===== config.mk =====
export PLATFORM = sky130hd
export DESIGN_NAME = dm_ctrl
export DESIGN_NICKNAME = d
export VERILOG_FILES = /design/src/rtl/dm_pkg.sv /design/src/rtl/dm_ctrl_load_ext.sv /design/src/rtl/dm_ctrl.sv
export SDC_FILE = /design/constraint.sdc
export NUM_CORES = 1
export LEC_CHECK = 0
export ABC_AREA = 0
export BUFFER_PORTS_ARGS = -buffer_cell sky130_fd_sc_hd__buf_2
export CAP_MARGIN = 20
export CORE_ASPECT_RATIO = 0.5
export CORE_MARGIN = 2
export CORE_UTILIZATION = 40
export CTS_BUF_LIST = sky130_fd_sc_hd__clkbuf_8
export CTS_CLUSTER_SIZE = 14
export DETAILED_ROUTE_END_ITERATION = 7
export PLACE_DENSITY = 0.68
export RECOVER_POWER = 50
export SLEW_MARGIN = 40
export SYNTH_ARGS = -nofsm -noshare
export SYNTH_HDL_FRONTEND = slang
export SYNTH_SLANG_ARGS = --single-unit

===== constraint.sdc =====
create_clock -name clk -period 2.4 [get_ports clk]
set_input_delay 0.48 -clock clk [delete_from_list [all_inputs] [get_ports clk]]
set_output_delay 0.48 -clock clk [all_outputs]
set_load 0.03 [all_outputs]

===== src/rtl/dm_pkg.sv =====
// Shared encodings and lane helpers for the data-memory access controller (dm_ctrl).
package dm_pkg;

  localparam logic [1:0] SZ_BYTE = 2'b00;
  localparam logic [1:0] SZ_HALF = 2'b01;
  localparam logic [1:0] SZ_WORD = 2'b10;
  localparam logic [1:0] SZ_RSVD = 2'b11;

  localparam logic [1:0] ERR_NONE     = 2'b00;
  localparam logic [1:0] ERR_MISALIGN = 2'b01;
  localparam logic [1:0] ERR_SIZE     = 2'b10;
  localparam logic [1:0] ERR_TIMEOUT  = 2'b11;

  typedef enum logic [1:0] {
    ST_IDLE = 2'b00,
    ST_REQ  = 2'b01,
    ST_DONE = 2'b10
  } dm_state_t;

  function automatic logic [3:0] byte_enables(input logic [1:0] size, input logic [1:0] a);
    logic [3:0] be;
    case (size)
      SZ_BYTE: be = 4'b0001 << a;
      SZ_HALF: be = a[1] ? 4'b1100 : 4'b0011;
      default: be = 4'b1111;
    endcase
    return be;
  endfunction

  // Sub-word stores are replicated across every lane; byte enables pick the live one.
  function automatic logic [31:0] store_lanes(input logic [1:0] size, input logic [31:0] wdata);
    logic [31:0] lanes;
    case (size)
      SZ_BYTE: lanes = {4{wdata[7:0]}};
      SZ_HALF: lanes = {2{wdata[15:0]}};
      default: lanes = wdata;
    endcase
    return lanes;
  endfunction

  function automatic logic misaligned(input logic [1:0] size, input logic [1:0] a);
    return ((size == SZ_HALF) && a[0]) || ((size == SZ_WORD) && (a != 2'b00));
  endfunction

endpackage


===== src/rtl/dm_ctrl_load_ext.sv =====
// Load lane select and zero/sign extension: picks the addressed byte/half of a bus word.
module dm_ctrl_load_ext
  import dm_pkg::*;
(
  input  logic [1:0]  size_i,
  input  logic        uns_i,
  input  logic [1:0]  addr_lo_i,
  input  logic [31:0] rdata_i,
  output logic [31:0] data_o
);

  logic [7:0]  byte_sel;
  logic [15:0] half_sel;
  logic        fill;

  always_comb begin
    byte_sel = rdata_i[{addr_lo_i, 3'b000} +: 8];
    half_sel = rdata_i[{addr_lo_i[1], 4'b0000} +: 16];
    fill     = 1'b0;
    data_o   = rdata_i;
    case (size_i)
      SZ_BYTE: begin
        fill   = ~uns_i & byte_sel[7];
        data_o = {{24{fill}}, byte_sel};
      end
      SZ_HALF: begin
        fill   = ~uns_i & half_sel[15];
        data_o = {{16{fill}}, half_sel};
      end
      default: data_o = rdata_i;
    endcase
  end

endmodule


===== src/rtl/dm_ctrl.sv =====
// Data-memory access controller: store lane narrowing, load extension, bus handshake.
// Optional bus timeout is built when DM_TIMEOUT_EN is defined.
module dm_ctrl
  import dm_pkg::*;
#(
  parameter int TIMEOUT_CYCLES = 16,
  parameter int TO_W           = 5
) (
  input  logic        clk,
  input  logic        reset,
  input  logic        cpu_req,
  input  logic        cpu_we,
  input  logic [1:0]  cpu_size,
  input  logic        cpu_uns,
  input  logic [31:0] cpu_addr,
  input  logic [31:0] cpu_wdata,
  output logic        cpu_busy,
  output logic        cpu_done,
  output logic [31:0] cpu_rdata,
  output logic        cpu_err,
  output logic [1:0]  cpu_err_cause,
  output logic        bus_req,
  output logic        bus_we,
  output logic [31:0] bus_addr,
  output logic [3:0]  bus_be,
  output logic [31:0] bus_wdata,
  input  logic        bus_ack,
  input  logic [31:0] bus_rdata
);

  // Bus handshake: bus_req is high for every REQ cycle with we/addr/be/wdata held
  // stable; the access completes on the first rising edge where bus_req && bus_ack.
  // bus_ack in any other cycle has no effect; bus_rdata is only sampled on that edge.

  dm_state_t   state_q, state_d;
  logic        we_q, we_d;
  logic [1:0]  size_q, size_d;
  logic        uns_q, uns_d;
  logic [1:0]  addr_lo_q, addr_lo_d;
  logic        bus_req_q, bus_req_d;
  logic        bus_we_q, bus_we_d;
  logic [31:0] bus_addr_q, bus_addr_d;
  logic [3:0]  bus_be_q, bus_be_d;
  logic [31:0] bus_wdata_q, bus_wdata_d;
  logic [31:0] rdata_q, rdata_d;
  logic [1:0]  cause_q, cause_d;
  logic [31:0] load_data;
  logic        timeout_hit;

  // Empty marker block: elaborates only for an out-of-range timeout configuration.
  if (TIMEOUT_CYCLES < 1 || TIMEOUT_CYCLES > (1 << TO_W)) begin : g_timeout_param_out_of_range
  end

`ifdef DM_TIMEOUT_EN
  localparam logic [TO_W-1:0] TO_LAST = TO_W'(TIMEOUT_CYCLES - 1);

  logic [TO_W-1:0] to_cnt_q, to_cnt_d;

  // Held at zero outside REQ, so it is already clear on every entry to REQ.
  always_comb begin
    to_cnt_d = to_cnt_q;
    if (state_q != ST_REQ) begin
      to_cnt_d = '0;
    end else if (!bus_ack) begin
      to_cnt_d = to_cnt_q + 1'b1;
    end
  end

  always_ff @(posedge clk) begin
    if (reset) begin
      to_cnt_q <= '0;
    end else begin
      to_cnt_q <= to_cnt_d;
    end
  end

  assign timeout_hit = (state_q == ST_REQ) && !bus_ack && (to_cnt_q == TO_LAST);
`else
  assign timeout_hit = 1'b0;
`endif

  dm_ctrl_load_ext u_load_ext (
    .size_i    (size_q),
    .uns_i     (uns_q),
    .addr_lo_i (addr_lo_q),
    .rdata_i   (bus_rdata),
    .data_o    (load_data)
  );

  always_comb begin
    state_d     = state_q;
    we_d        = we_q;
    size_d      = size_q;
    uns_d       = uns_q;
    addr_lo_d   = addr_lo_q;
    bus_req_d   = bus_req_q;
    bus_we_d    = bus_we_q;
    bus_addr_d  = bus_addr_q;
    bus_be_d    = bus_be_q;
    bus_wdata_d = bus_wdata_q;
    rdata_d     = rdata_q;
    cause_d     = cause_q;

    case (state_q)
      ST_IDLE: begin
        if (cpu_req) begin
          we_d      = cpu_we;
          size_d    = cpu_size;
          uns_d     = cpu_uns;
          addr_lo_d = cpu_addr[1:0];
          if (cpu_size == SZ_RSVD) begin
            state_d = ST_DONE;
            cause_d = ERR_SIZE;
          end else if (misaligned(cpu_size, cpu_addr[1:0])) begin
            state_d = ST_DONE;
            cause_d = ERR_MISALIGN;
          end else begin
            state_d     = ST_REQ;
            bus_req_d   = 1'b1;
            bus_we_d    = cpu_we;
            bus_addr_d  = {cpu_addr[31:2], 2'b00};
            bus_be_d    = byte_enables(cpu_size, cpu_addr[1:0]);
            bus_wdata_d = store_lanes(cpu_size, cpu_wdata);
          end
        end
      end

      ST_REQ: begin
        // An ack in the expiry cycle is checked first, so it completes normally.
        if (bus_ack || timeout_hit) begin
          state_d     = ST_DONE;
          bus_req_d   = 1'b0;
          bus_we_d    = 1'b0;
          bus_addr_d  = '0;
          bus_be_d    = '0;
          bus_wdata_d = '0;
          if (bus_ack) begin
            cause_d = ERR_NONE;
            if (!we_q) begin
              rdata_d = load_data;
            end
          end else begin
            cause_d = ERR_TIMEOUT;
          end
        end
      end

      ST_DONE: begin
        state_d = ST_IDLE;
      end

      default: begin
        state_d = ST_IDLE;
      end
    endcase
  end

  always_ff @(posedge clk) begin
    if (reset) begin
      state_q     <= ST_IDLE;
      we_q        <= 1'b0;
      size_q      <= SZ_BYTE;
      uns_q       <= 1'b0;
      addr_lo_q   <= 2'b00;
      bus_req_q   <= 1'b0;
      bus_we_q    <= 1'b0;
      bus_addr_q  <= '0;
      bus_be_q    <= '0;
      bus_wdata_q <= '0;
      rdata_q     <= '0;
      cause_q     <= ERR_NONE;
    end else begin
      state_q     <= state_d;
      we_q        <= we_d;
      size_q      <= size_d;
      uns_q       <= uns_d;
      addr_lo_q   <= addr_lo_d;
      bus_req_q   <= bus_req_d;
      bus_we_q    <= bus_we_d;
      bus_addr_q  <= bus_addr_d;
      bus_be_q    <= bus_be_d;
      bus_wdata_q <= bus_wdata_d;
      rdata_q     <= rdata_d;
      cause_q     <= cause_d;
    end
  end

  assign cpu_busy      = (state_q != ST_IDLE);
  assign cpu_done      = (state_q == ST_DONE);
  assign cpu_err       = (state_q == ST_DONE) && (cause_q != ERR_NONE);
  assign cpu_err_cause = cause_q;
  assign cpu_rdata     = rdata_q;
  assign bus_req       = bus_req_q;
  assign bus_we        = bus_we_q;
  assign bus_addr      = bus_addr_q;
  assign bus_be        = bus_be_q;
  assign bus_wdata     = bus_wdata_q;

endmodule

==> reports/summary.log <==
qor: grt.number_of_global_route_vias_before_repair 3988
qor: sta.report.final.setup_viol 0
qor: routing.detail_route.first_pass.iterations 5
qor: power_and_ir_drop.cellLeakagePower 2.40 nW
qor: final_layout.final_layout_size_suffix_gt1_frac 0.250
qor: logic_synthesis.synth_area_per_cell 9.72 sq um
qor: sta.final-max-slew-violation-count 0
qor: power_and_ir_drop.p_int 0.00276 W
qor: critical_path.critPathCaptureType flip-flop
qor: cts.cts_hold_buffers 0
qor: cts.cts_resized 0
qor: routing.met3RoutedLength 915 um
qor: critical_path.critPathRequiredTime 2.72 ns
qor: final_layout.multi_input_comb_area 2280 sq um
qor: logic_synthesis.ys_warn_count 0
qor: routing.drt_drc_violations_left 0
qor: floorplanning.floorplan.initialDensity 0.418
qor: power_and_ir_drop.finalPower 0.00401 W
qor: cts.cts_tree done
qor: grt.grt.total_usage 0.204
qor: logic_synthesis.yosys.area_share.simple 0.110
qor: logic_synthesis.synth.ff_latch_count 110
qor: logic_synthesis.ys_dominant_reg_cell sky130_fd_sc_hd__dfxtp_1
qor: floorplanning.floorplan.die_area 12600 sq um
qor: placed_design.gp_congestion 0.820
qor: floorplanning.die-width 157 um
qor: routing.detailroute.via_count 4338
qor: power_and_ir_drop.peakVddDrop 0.000271 V
qor: grt.grt_pass1_wl 20300 um
qor: routing.avgRoutedWirePerCell 15.4 um
qor: logic_synthesis.synth_enable_flop_cells 0
qor: routing.met1_length 5880 um
qor: critical_path.worstPathArrival 2.29 ns
qor: run.max-cap-violations 0
qor: logic_synthesis.share_of_the_synthesized_area_in_the_top_cell_type 0.471
qor: sta.setup_skew_after_layout 0.0103 ns
qor: critical_path.critPathSlowestCell sky130_fd_sc_hd__nor2_1
qor: min_path.min-delay-path-class in2reg
qor: sta.timing_hold_violations_final 0
qor: logic_synthesis.synth.cell_area 4680 sq um
qor: critical_path.critical_path.max_stage_delay 0.54 ns
qor: cts.insertion_delay 0.38 ns
qor: cts.cts.repair_timing.setup_buffer_count 0
qor: critical_path.worst_setup_path_start_kind flip-flop
qor: final_layout.flow.area_growth_from_synthesis 28.5%
qor: logic_synthesis.netlist-cell-type-count 43
qor: power_and_ir_drop.pwr_density_cell 667 nW/um^2
qor: logic_synthesis.synth-seq-area-share 0.471
qor: logic_synthesis.synthMostInstantiatedCell sky130_fd_sc_hd__dfxtp_1
qor: logic_synthesis.netlist_top_cells_count sky130_fd_sc_hd__dfxtp_1, sky130_fd_sc_hd__nor2_1, sky130_fd_sc_hd__a22o_1, sky130_fd_sc_hd__clkbuf_1, sky130_fd_sc_hd__nand2_1
qor: power_and_ir_drop.p_comb_frac 0.202
qor: sta.worst_slew_pin_slew 0.700 ns
qor: floorplanning.die_h 80.5 um
qor: grt.grt_start_max_net_pins 41
qor: cts.cts-root-buf sky130_fd_sc_hd__clkbuf_8
qor: cts.clock_path_buffers 2
qor: power_and_ir_drop.clock_power_share 0.303
qor: routing.topRoutingLayerUsed met4
qor: cts.numClockSinks 110
qor: logic_synthesis.synth.largest_area_cell sky130_fd_sc_hd__dfxtp_1
qor: outcome.status finished clean
qor: logic_synthesis.area_fraction_in_compound_gates_after_synthesis 0.256
qor: sta.max_freq 509 MHz
qor: logic_synthesis.synth_area_leaders sky130_fd_sc_hd__dfxtp_1, sky130_fd_sc_hd__a22o_1, sky130_fd_sc_hd__mux2i_1
qor: grt.antenna_found_initial 0
qor: floorplanning.floorplan.core_area 11200 sq um
qor: power_and_ir_drop.power.switching_fraction 0.311
qor: grt.aggregate_global_routing_overflow 0
qor: routing.route.antenna.remaining_nets 0
qor: cts.maximum_level_of_the_cts_h_tree 3
qor: sta.rsz0062_at_grt no
qor: floorplanning.rows 27
qor: logic_synthesis.synth_xor_area_frac 0.00375
qor: placed_design.detailedPlacementHpwl 9610 um
qor: logic_synthesis.synth.mux.area_fraction 0.111
qor: routing.totalWireLength 13000 um
qor: power_and_ir_drop.switchingPower 0.00125 W
qor: placed_design.number_of_port_buffers 208
qor: routing.via_density_per_instance 5.15
qor: final_layout.antennaDiodeCount 0
qor: critical_path.path_max_fanout 10
qor: final_layout.layout.area.seq 2200 sq um
qor: floorplanning.pin_count 211
qor: cts.cts.reportedPaths.clkPinSlew 0.11 ns
qor: sta.final.min_clock_period 1.96 ns
qor: critical_path.path_class reg2reg
qor: routing.drtIter0Drc 188
qor: logic_synthesis.synthesized_netlist_cell_count 481
qor: sta.setup-tns-final 0 ns
qor: sta.min_period_over_period 0.818
qor: final_layout.final.fill_count 1121
qor: power_and_ir_drop.sequentialPowerShare 0.495
qor: final_layout.nets 782
qor: logic_synthesis.ys_async_rst_share 0
qor: cts.cts_made_buffers 9
qor: routing.met2RoutedLength 6040 um
qor: logic_synthesis.synth_fa_ha_area_frac 0
qor: sta.max_slew_margin 0.530
qor: logic_synthesis.combinational_family_with_the_most_area_after_synthesis compound AO/OA/AOI/OAI gates
qor: critical_path.cp_cell_sequence nor2b_1 > nand3b_1 > nor2_1 > a32o_1
kinds of logic (layout without fill, tap and decap cells):
logic type / after synthesis / count (layout)
AOI/OAI and AO/OA: 162 / 162
and+or+nand+nor: 113 / 113
DFF: 110 / 110
muxes: 49 / 49
buffers and inverters: 44 / 245
xor gates and xnor gates: 2 / 2
other: 1 / 2
flip-flops by register name (all words and copies together), names as in the netlist:
name           flops
addr_lo_q          2
bus_addr          30
bus_be             4
bus_req            1
bus_wdata         32
bus_we             1
cpu_err_cause      2
cpu_rdata         32
size_q             2
state_q            2
uns_q              1
we_q               1
cells in the final DEF (no fill, tap or decap), types with 5 or more instances in the layout:
cell type,Yosys,routed
sky130_fd_sc_hd__a211oi_1,27,27
sky130_fd_sc_hd__a21oi_1,20,20
sky130_fd_sc_hd__a22o_1,39,39
sky130_fd_sc_hd__a22oi_1,24,24
sky130_fd_sc_hd__a32o_1,8,8
sky130_fd_sc_hd__buf_2,4,106
sky130_fd_sc_hd__buf_4,2,15
sky130_fd_sc_hd__clkbuf_1,28,103
sky130_fd_sc_hd__clkbuf_8,0,10
sky130_fd_sc_hd__dfxtp_1,110,110
sky130_fd_sc_hd__mux2_2,23,23
sky130_fd_sc_hd__mux2i_1,26,26
sky130_fd_sc_hd__nand2_1,28,28
sky130_fd_sc_hd__nand2b_1,10,10
sky130_fd_sc_hd__nor2_1,55,54
sky130_fd_sc_hd__nor2b_1,6,5
sky130_fd_sc_hd__o21ai_0,21,21
sky130_fd_sc_hd__o2bb2ai_1,10,10
routing by layer:
metal  GRT usage  vias up
met2       0.336      148
met5           0        -
met3      0.0513       14
li1            -     2163
met4      0.0578        0
met1       0.266     2013
power groups by stage:
stage               Clock [W]  Combinational [W]  Sequential, W
detailed placement          0           0.000840        0.00202
global route          0.00131           0.000888        0.00199
global placement            0           0.000815        0.00202
CTS                   0.00125           0.000842        0.00198
floorplan                   0           0.000391        0.00217
finish                0.00121           0.000811        0.00198
final timing paths:
check                    start       endpoint  slack (ns)  cells after the start
hold reg to reg        bus_req        bus_req        0.47                      1
setup reg to reg    state_q[0]  cpu_rdata[12]        0.44                      4
hold / removal    cpu_addr[24]   bus_addr[24]        0.30                      2
setup / recovery    state_q[0]  cpu_rdata[12]        0.44                      4
per-stage QoR:
step,worst slack [ns],utilization,hold WS [ns],std cells,instance area (sq um)
finish,0.436,0.537,0.304,842,6010
global route,0.309,0.537,0.290,842,6010
CTS,0.444,0.549,0.276,842,6140
detailed placement,0.231,0.530,0.436,826,5920
global placement,0.0561,0.525,0.436,824,5870
floorplan,0.229,-,0.474,482,4680
worst max-delay path, delay by kind of cell, from the launching register on:
| kind | cells | cell delay, ns |
|---|---|---|
| AND/OR/NAND/NOR | 3 | 1.20 |
| flip-flops | 1 | 0.47 |
| AO/OA/AOI/OAI | 1 | 0.24 |
layout make-up:
type	count	share of cell area
multi-input cells	328	0.379
flip-flops and latches	110	0.367
repair buffers	227	0.184
well taps	159	0.0331
clock buffers	10	0.0229
clock inverters	6	0.0129
inverters	2	0.00125
No activity file was read; power rests on OpenSTA's default activity.
